### config.mk
export PLATFORM = sky130hd
export DESIGN_NAME = seed_lookup_sched
export DESIGN_NICKNAME = d
export VERILOG_FILES = /design/src/rtl/seed_lookup_sched_pkg.sv /design/src/rtl/seed_lookup_sched_rr_arbiter.sv /design/src/rtl/seed_lookup_sched.sv
export SDC_FILE = /design/constraint.sdc
export NUM_CORES = 1
export LEC_CHECK = 0
export ABC_AREA = 0
export CAP_MARGIN = 0
export CORE_ASPECT_RATIO = 0.9
export CORE_UTILIZATION = 48
export DETAILED_ROUTE_END_ITERATION = 6
export PLACE_DENSITY = 0.81
export SLEW_MARGIN = 20
export SYNTH_ARGS = -nofsm -noshare
export SYNTH_HDL_FRONTEND = slang
export SYNTH_SLANG_ARGS = --single-unit
### constraint.sdc
create_clock -name clk -period 4.5 [get_ports clk]
set_clock_uncertainty 0.2 [all_clocks]
set_input_delay 0.9 -clock clk [delete_from_list [all_inputs] [get_ports clk]]
set_output_delay 0.9 -clock clk [all_outputs]
set_load 0.02 [all_outputs]
### src/rtl/seed_lookup_sched_pkg.sv
// Shared definitions for the seed lookup scheduler: base encodings, FSM states,
// and default read/seed geometry.
package seed_lookup_sched_pkg;

  localparam logic [1:0] BASE_A = 2'b00;
  localparam logic [1:0] BASE_C = 2'b10;
  localparam logic [1:0] BASE_G = 2'b01;
  localparam logic [1:0] BASE_T = 2'b11;

  localparam int unsigned DEF_READ_W    = 16;
  localparam int unsigned DEF_SEED_W    = 8;
  localparam int unsigned DEF_MAX_START = 80;

  typedef enum logic [1:0] {
    IDLE,
    REQ,
    EVAL,
    RESULT
  } state_t;

endpackage

### src/rtl/seed_lookup_sched_rr_arbiter.sv
// Round-robin one-hot arbiter: first requester at or after the pointer wins;
// the pointer moves past the winner only when the grant is accepted.
module rr_arbiter #(
  parameter int unsigned NREQ = 4
) (
  input  logic                     clk,
  input  logic                     reset,
  input  logic [NREQ-1:0]          req,
  input  logic                     accept,
  output logic [NREQ-1:0]          grant,
  output logic [$clog2(NREQ)-1:0]  grant_id,
  output logic                     any
);

  localparam int unsigned ID_W = $clog2(NREQ);

  logic [ID_W-1:0] ptr;
  int unsigned     idx;

  always_comb begin
    grant    = '0;
    grant_id = '0;
    any      = 1'b0;
    idx      = 0;
    for (int unsigned i = 0; i < NREQ; i++) begin
      idx = (32'(ptr) + i) % NREQ;
      if (!any && req[idx]) begin
        any        = 1'b1;
        grant[idx] = 1'b1;
        grant_id   = ID_W'(idx);
      end
    end
  end

  always_ff @(posedge clk) begin
    if (reset) begin
      ptr <= '0;
    end else if (accept && any) begin
      ptr <= (grant_id == ID_W'(NREQ - 1)) ? '0 : grant_id + 1'b1;
    end
  end

endmodule

### src/rtl/seed_lookup_sched.sv
// Sequences short reads from NREQ sources through the shared seed-index lookup
// engine, scanning overlapping seeds until the first in-range hit.
module seed_lookup_sched
  import seed_lookup_sched_pkg::*;
#(
  parameter int unsigned NREQ      = 4,
  parameter int unsigned READ_W    = DEF_READ_W,
  parameter int unsigned SEED_W    = DEF_SEED_W,
  parameter int unsigned MAX_START = DEF_MAX_START,
  parameter int unsigned TIMEOUT   = 64
) (
  input  logic                     clk,
  input  logic                     reset,
  input  logic                     index_ready,
  input  logic [NREQ-1:0]          rd_valid,
  input  logic [NREQ*READ_W-1:0]   rd_data,
  output logic [NREQ-1:0]          rd_ready,
  output logic                     lk_req,
  output logic [SEED_W-1:0]        lk_seed,
  output logic [1:0]               lk_bucket,
  input  logic                     lk_done,
  input  logic                     lk_hit,
  input  logic [7:0]               lk_pos,
  output logic                     res_valid,
  input  logic                     res_ready,
  output logic [$clog2(NREQ)-1:0]  res_id,
  output logic                     res_found,
  output logic [7:0]               res_index,
  output logic                     res_timeout,
  output logic                     busy
);

  localparam int unsigned ID_W     = $clog2(NREQ);
  localparam int unsigned OFF_W    = $clog2(READ_W) + 1;
  localparam int unsigned CNT_W    = $clog2(TIMEOUT) + 1;
  localparam int unsigned LAST_OFF = READ_W - SEED_W;

  state_t            state;
  logic [READ_W-1:0] read_q;
  logic [OFF_W-1:0]  offset;
  logic [CNT_W-1:0]  cnt;
  logic              hit_q;
  logic [7:0]        pos_q;
  logic              tmo_q;

  logic [NREQ-1:0]   grant;
  logic [ID_W-1:0]   grant_id;
  logic              any;
  logic              accept;
  logic [8:0]        cand;
  logic              legal;

  rr_arbiter #(
    .NREQ (NREQ)
  ) u_arb (
    .clk      (clk),
    .reset    (reset),
    .req      (rd_valid),
    .accept   (accept),
    .grant    (grant),
    .grant_id (grant_id),
    .any      (any)
  );

  assign accept   = (state == IDLE) && index_ready && any;
  assign rd_ready = accept ? grant : '0;

  assign lk_req      = (state == REQ);
  assign lk_seed     = SEED_W'(read_q >> offset);
  assign lk_bucket   = lk_seed[1:0];
  assign res_valid   = (state == RESULT);
  assign res_timeout = tmo_q;
  assign busy        = (state != IDLE);

  // Start index is evaluated at 9 bits so pos < offset cannot wrap into range.
  assign cand  = {1'b0, pos_q} - 9'(offset);
  assign legal = hit_q && ({1'b0, pos_q} >= 9'(offset)) && (cand <= 9'(MAX_START));

  always_ff @(posedge clk) begin
    if (reset) begin
      state     <= IDLE;
      read_q    <= '0;
      offset    <= '0;
      cnt       <= '0;
      hit_q     <= 1'b0;
      pos_q     <= '0;
      tmo_q     <= 1'b0;
      res_id    <= '0;
      res_found <= 1'b0;
      res_index <= '0;
    end else begin
      case (state)
        IDLE: begin
          if (accept) begin
            read_q <= rd_data[grant_id*READ_W +: READ_W];
            res_id <= grant_id;
            offset <= '0;
            cnt    <= '0;
            tmo_q  <= 1'b0;
            state  <= REQ;
          end
        end
        REQ: begin
          if (lk_done) begin
            hit_q <= lk_hit;
            pos_q <= lk_pos;
            state <= EVAL;
          end else if (cnt == CNT_W'(TIMEOUT - 1)) begin
            hit_q <= 1'b0;
            tmo_q <= 1'b1;
            state <= EVAL;
          end else begin
            cnt <= cnt + 1'b1;
          end
        end
        EVAL: begin
          if (legal) begin
            res_found <= 1'b1;
            res_index <= cand[7:0];
            state     <= RESULT;
          end else if (32'(offset) + 2 <= LAST_OFF) begin
            offset <= offset + OFF_W'(2);
            cnt    <= '0;
            state  <= REQ;
          end else begin
            res_found <= 1'b0;
            res_index <= '0;
            state     <= RESULT;
          end
        end
        RESULT: begin
          if (res_ready) state <= IDLE;
        end
        default: state <= IDLE;
      endcase
    end
  end

endmodule

==> metrics.txt <==
final number of hold-violating endpoints 0; final worst path period share 90.1%; IO Count 111; DR WL/cell 14.6 um; Worst Path Required 3.40 ns; Max stage delay on crit path 0.51 ns; Yosys warning count 0; slowest CP cell clkdlybuf4s50_1; maximum number of pins on one net before global-route repair 35; MaxCap Viol Count 0; share of layout cells above drive strength 1 8.08%; Crit Path Max Fanout 7; grt ovf 0; mapped cell area 3740 sq um; CTS buffer count 5; initial drt markers 174; clock latency on the worst-skew pair 0.32 ns; first-pass GRT wire length 16800 um; WL final 10100 um; global-route usage over all layers 25.6%; Starting Density 49.5%; Slew Limit Fails 0; post-CTS setup buffers 0; Setup TNS 0 ns; RD Place Congestion 0.958; slew margin rel. 47.8%; Slew @ Worst Pin 0.782 ns; Post-CTS Hold Buffers 0; Worst Path Buf+Inv 2; Async SR Flop Fraction 0%; Avg Synthesized Cell Area 7.55 sq um; Layout Utilization 66.7%; chip height 85.7 um; static leakage 1.96 nW; initial antenna violation count 0; Fmax 247 MHz; Worst-path clk slew 0.10 ns; final worst setup slack 0.446 ns; Worst setup SP type input pin; commonest non-fill, non-tap cell in the layout clkdlybuf4s50_1; commonest cells after routing, fill and taps aside 106 x clkdlybuf4s50_1, 93 x nand2_1, 51 x dfxtp_1; number of synthesized flops with an enable pin 0; Post-DP HPWL 7690 um; Cells after Synth 495; P&R area growth vs syn 34.8%; clk buf depth 2; CP top delay family buffers and inverters; top_reg_cell synth dfxtp_1; Remaining DRCs 0; RSZ-0062 raised after global routing false; Final min period 4.05 ns; Root Driver clkbuf_8; die area 8140 sq um; Yosys cell types 60; vias in the first global route 3740; ant diodes 0; Seq/Total Area, Yosys 27.9%; Crit Path Class input pin to output port; #FFs+latches synth 52; DR vias/cell 5.76; Syn Nets 592; CTS tree done; Antenna Nets Post-Route 0; run status finished, final reports clean; Die Span X 95.0 um; nets@finish 690; via count 3977; DR pass1 iterations 4; core area 7540 sq um; Worst Path Arrival 2.95 ns; H-tree levels 2; Worst setup EP type output port; PD cells 414 nW/um^2; # rows 30; Final setup viols 0; Peak supply drop 0.281 mV; worst min path class flip-flop to flip-flop; Critical Path, Cell by Cell clkdlybuf4s50_1 > mux4_2 > or3_1 > o21ai_1 > or2_4 > nor2_1 > dlymetal6s2s_1; # port buffers 110; Post-Place Worst Slack 0.00181 ns; clock net sink count 52
==> cells in the mapped netlist (6+ instances only) <==
| cell | number | share of area (%) |
|---|---|---|
| buf_2 | 8 | 1.1 |
| a21oi_1 | 28 | 3.8 |
| nor2b_1 | 6 | 1.0 |
| dfxtp_1 | 52 | 28 |
| mux4_2 | 8 | 4.8 |
| nor2_1 | 49 | 4.9 |
| mux2i_1 | 14 | 3.8 |
| nor3_1 | 9 | 1.2 |
| clkbuf_1 | 17 | 1.7 |
| ha_1 | 14 | 4.7 |
| nand3_1 | 45 | 6.0 |
| o21ai_0 | 16 | 2.1 |
| nand2_1 | 93 | 9.3 |
| a32o_1 | 16 | 4.3 |
| inv_1 | 17 | 1.7 |
==> worst paths after layout <==
check                 to  cells past startpoint   startpoint  slack, ns
max          rd_ready[1]                      7  rd_valid[3]       0.45
min            res_found                      2    res_found       0.27
max reg2reg       cnt[2]                     10    offset[2]       0.76
min reg2reg    res_found                      2    res_found       0.27
==> worst min-delay path: stages (launching register included) <==
cell	delay, ns
dfxtp_1	0.32
nand2_1	0.05
a21oi_1	0.05
==> routing by layer <==
layer | GRT usage, % | routed length [um] | vias to the layer above | part of all wire, %
li1 | - | - | 1987 | -
met1 | 33.2 | 4460 | 1822 | 44
met2 | 42.7 | 4810 | 143 | 48
met3 | 3.90 | 549 | 25 | 5.4
met4 | 10.1 | 274 | 0 | 2.7
met5 | 0 | 0 | - | 0
==> state kept, by name, indices dropped and copies added (netlist names) <==
signal / count
res_found: 1
res_id: 2
u_arb.ptr: 2
hit_q: 1
res_index: 8
read_q: 16
cnt: 7
offset: 4
state: 2
res_timeout: 1
pos_q: 8
==> stage by stage <==
step | hold WS [ns] | instance area, sq um | power (W) | std cells
6_report | 0.267 | 5030 | 0.00208 | 690
5_1_grt | 0.289 | 5030 | 0.00224 | 690
4_1_cts | 0.273 | 5020 | 0.00208 | 690
3_5_place_dp | 0.259 | 4890 | 0.00173 | 682
3_3_place_gp | 0.243 | 4890 | 0.00170 | 682
2_1_floorplan | 0.237 | 3740 | 0.00141 | 495
==> cells by family (layout without fill, tap and decap cells) <==
| family | count (synthesis) | in the layout | share of synthesized area (%) |
|---|---|---|---|
| AO/OA/AOI/OAI | 115 | 115 | 22.1 |
| XOR/XNOR | 3 | 3 | 0.703 |
| adder cells (fa/ha/maj) | 15 | 15 | 5.22 |
| buffers and inverters | 52 | 151 | 6.53 |
| flip-flops | 52 | 52 | 27.9 |
| multiplexers | 26 | 26 | 9.78 |
| other | 1 | 1 | 0.100 |
| AND/OR/NAND/NOR | 231 | 231 | 27.7 |
==> area by class of cell <==
cell class                 count  area [sq um]
sequential                    52          1040
inverter                      19          76.3
fill                         627          2510
clock inverter                 2          38.8
multi-input combinational    391          2460
clock buffer                   6          82.6
timing repair buffer         124          1220
tap                           96           120
==> power breakdown <==
group          leakage, nW  total, W  switching [W]  internal (W)
combinational         1.47   0.00114       0.000638      0.000501
clock               0.0614  0.000345       0.000163      0.000182
sequential           0.423  0.000599      0.0000759      0.000523
==> timing repair <==
item | CTS | global route
setup endpoints to repair | 0 | 4
gates resized for setup | 0 | 7
endpoints found under the hold margin | 0 | 0
Power figures use the tool's default switching activity.
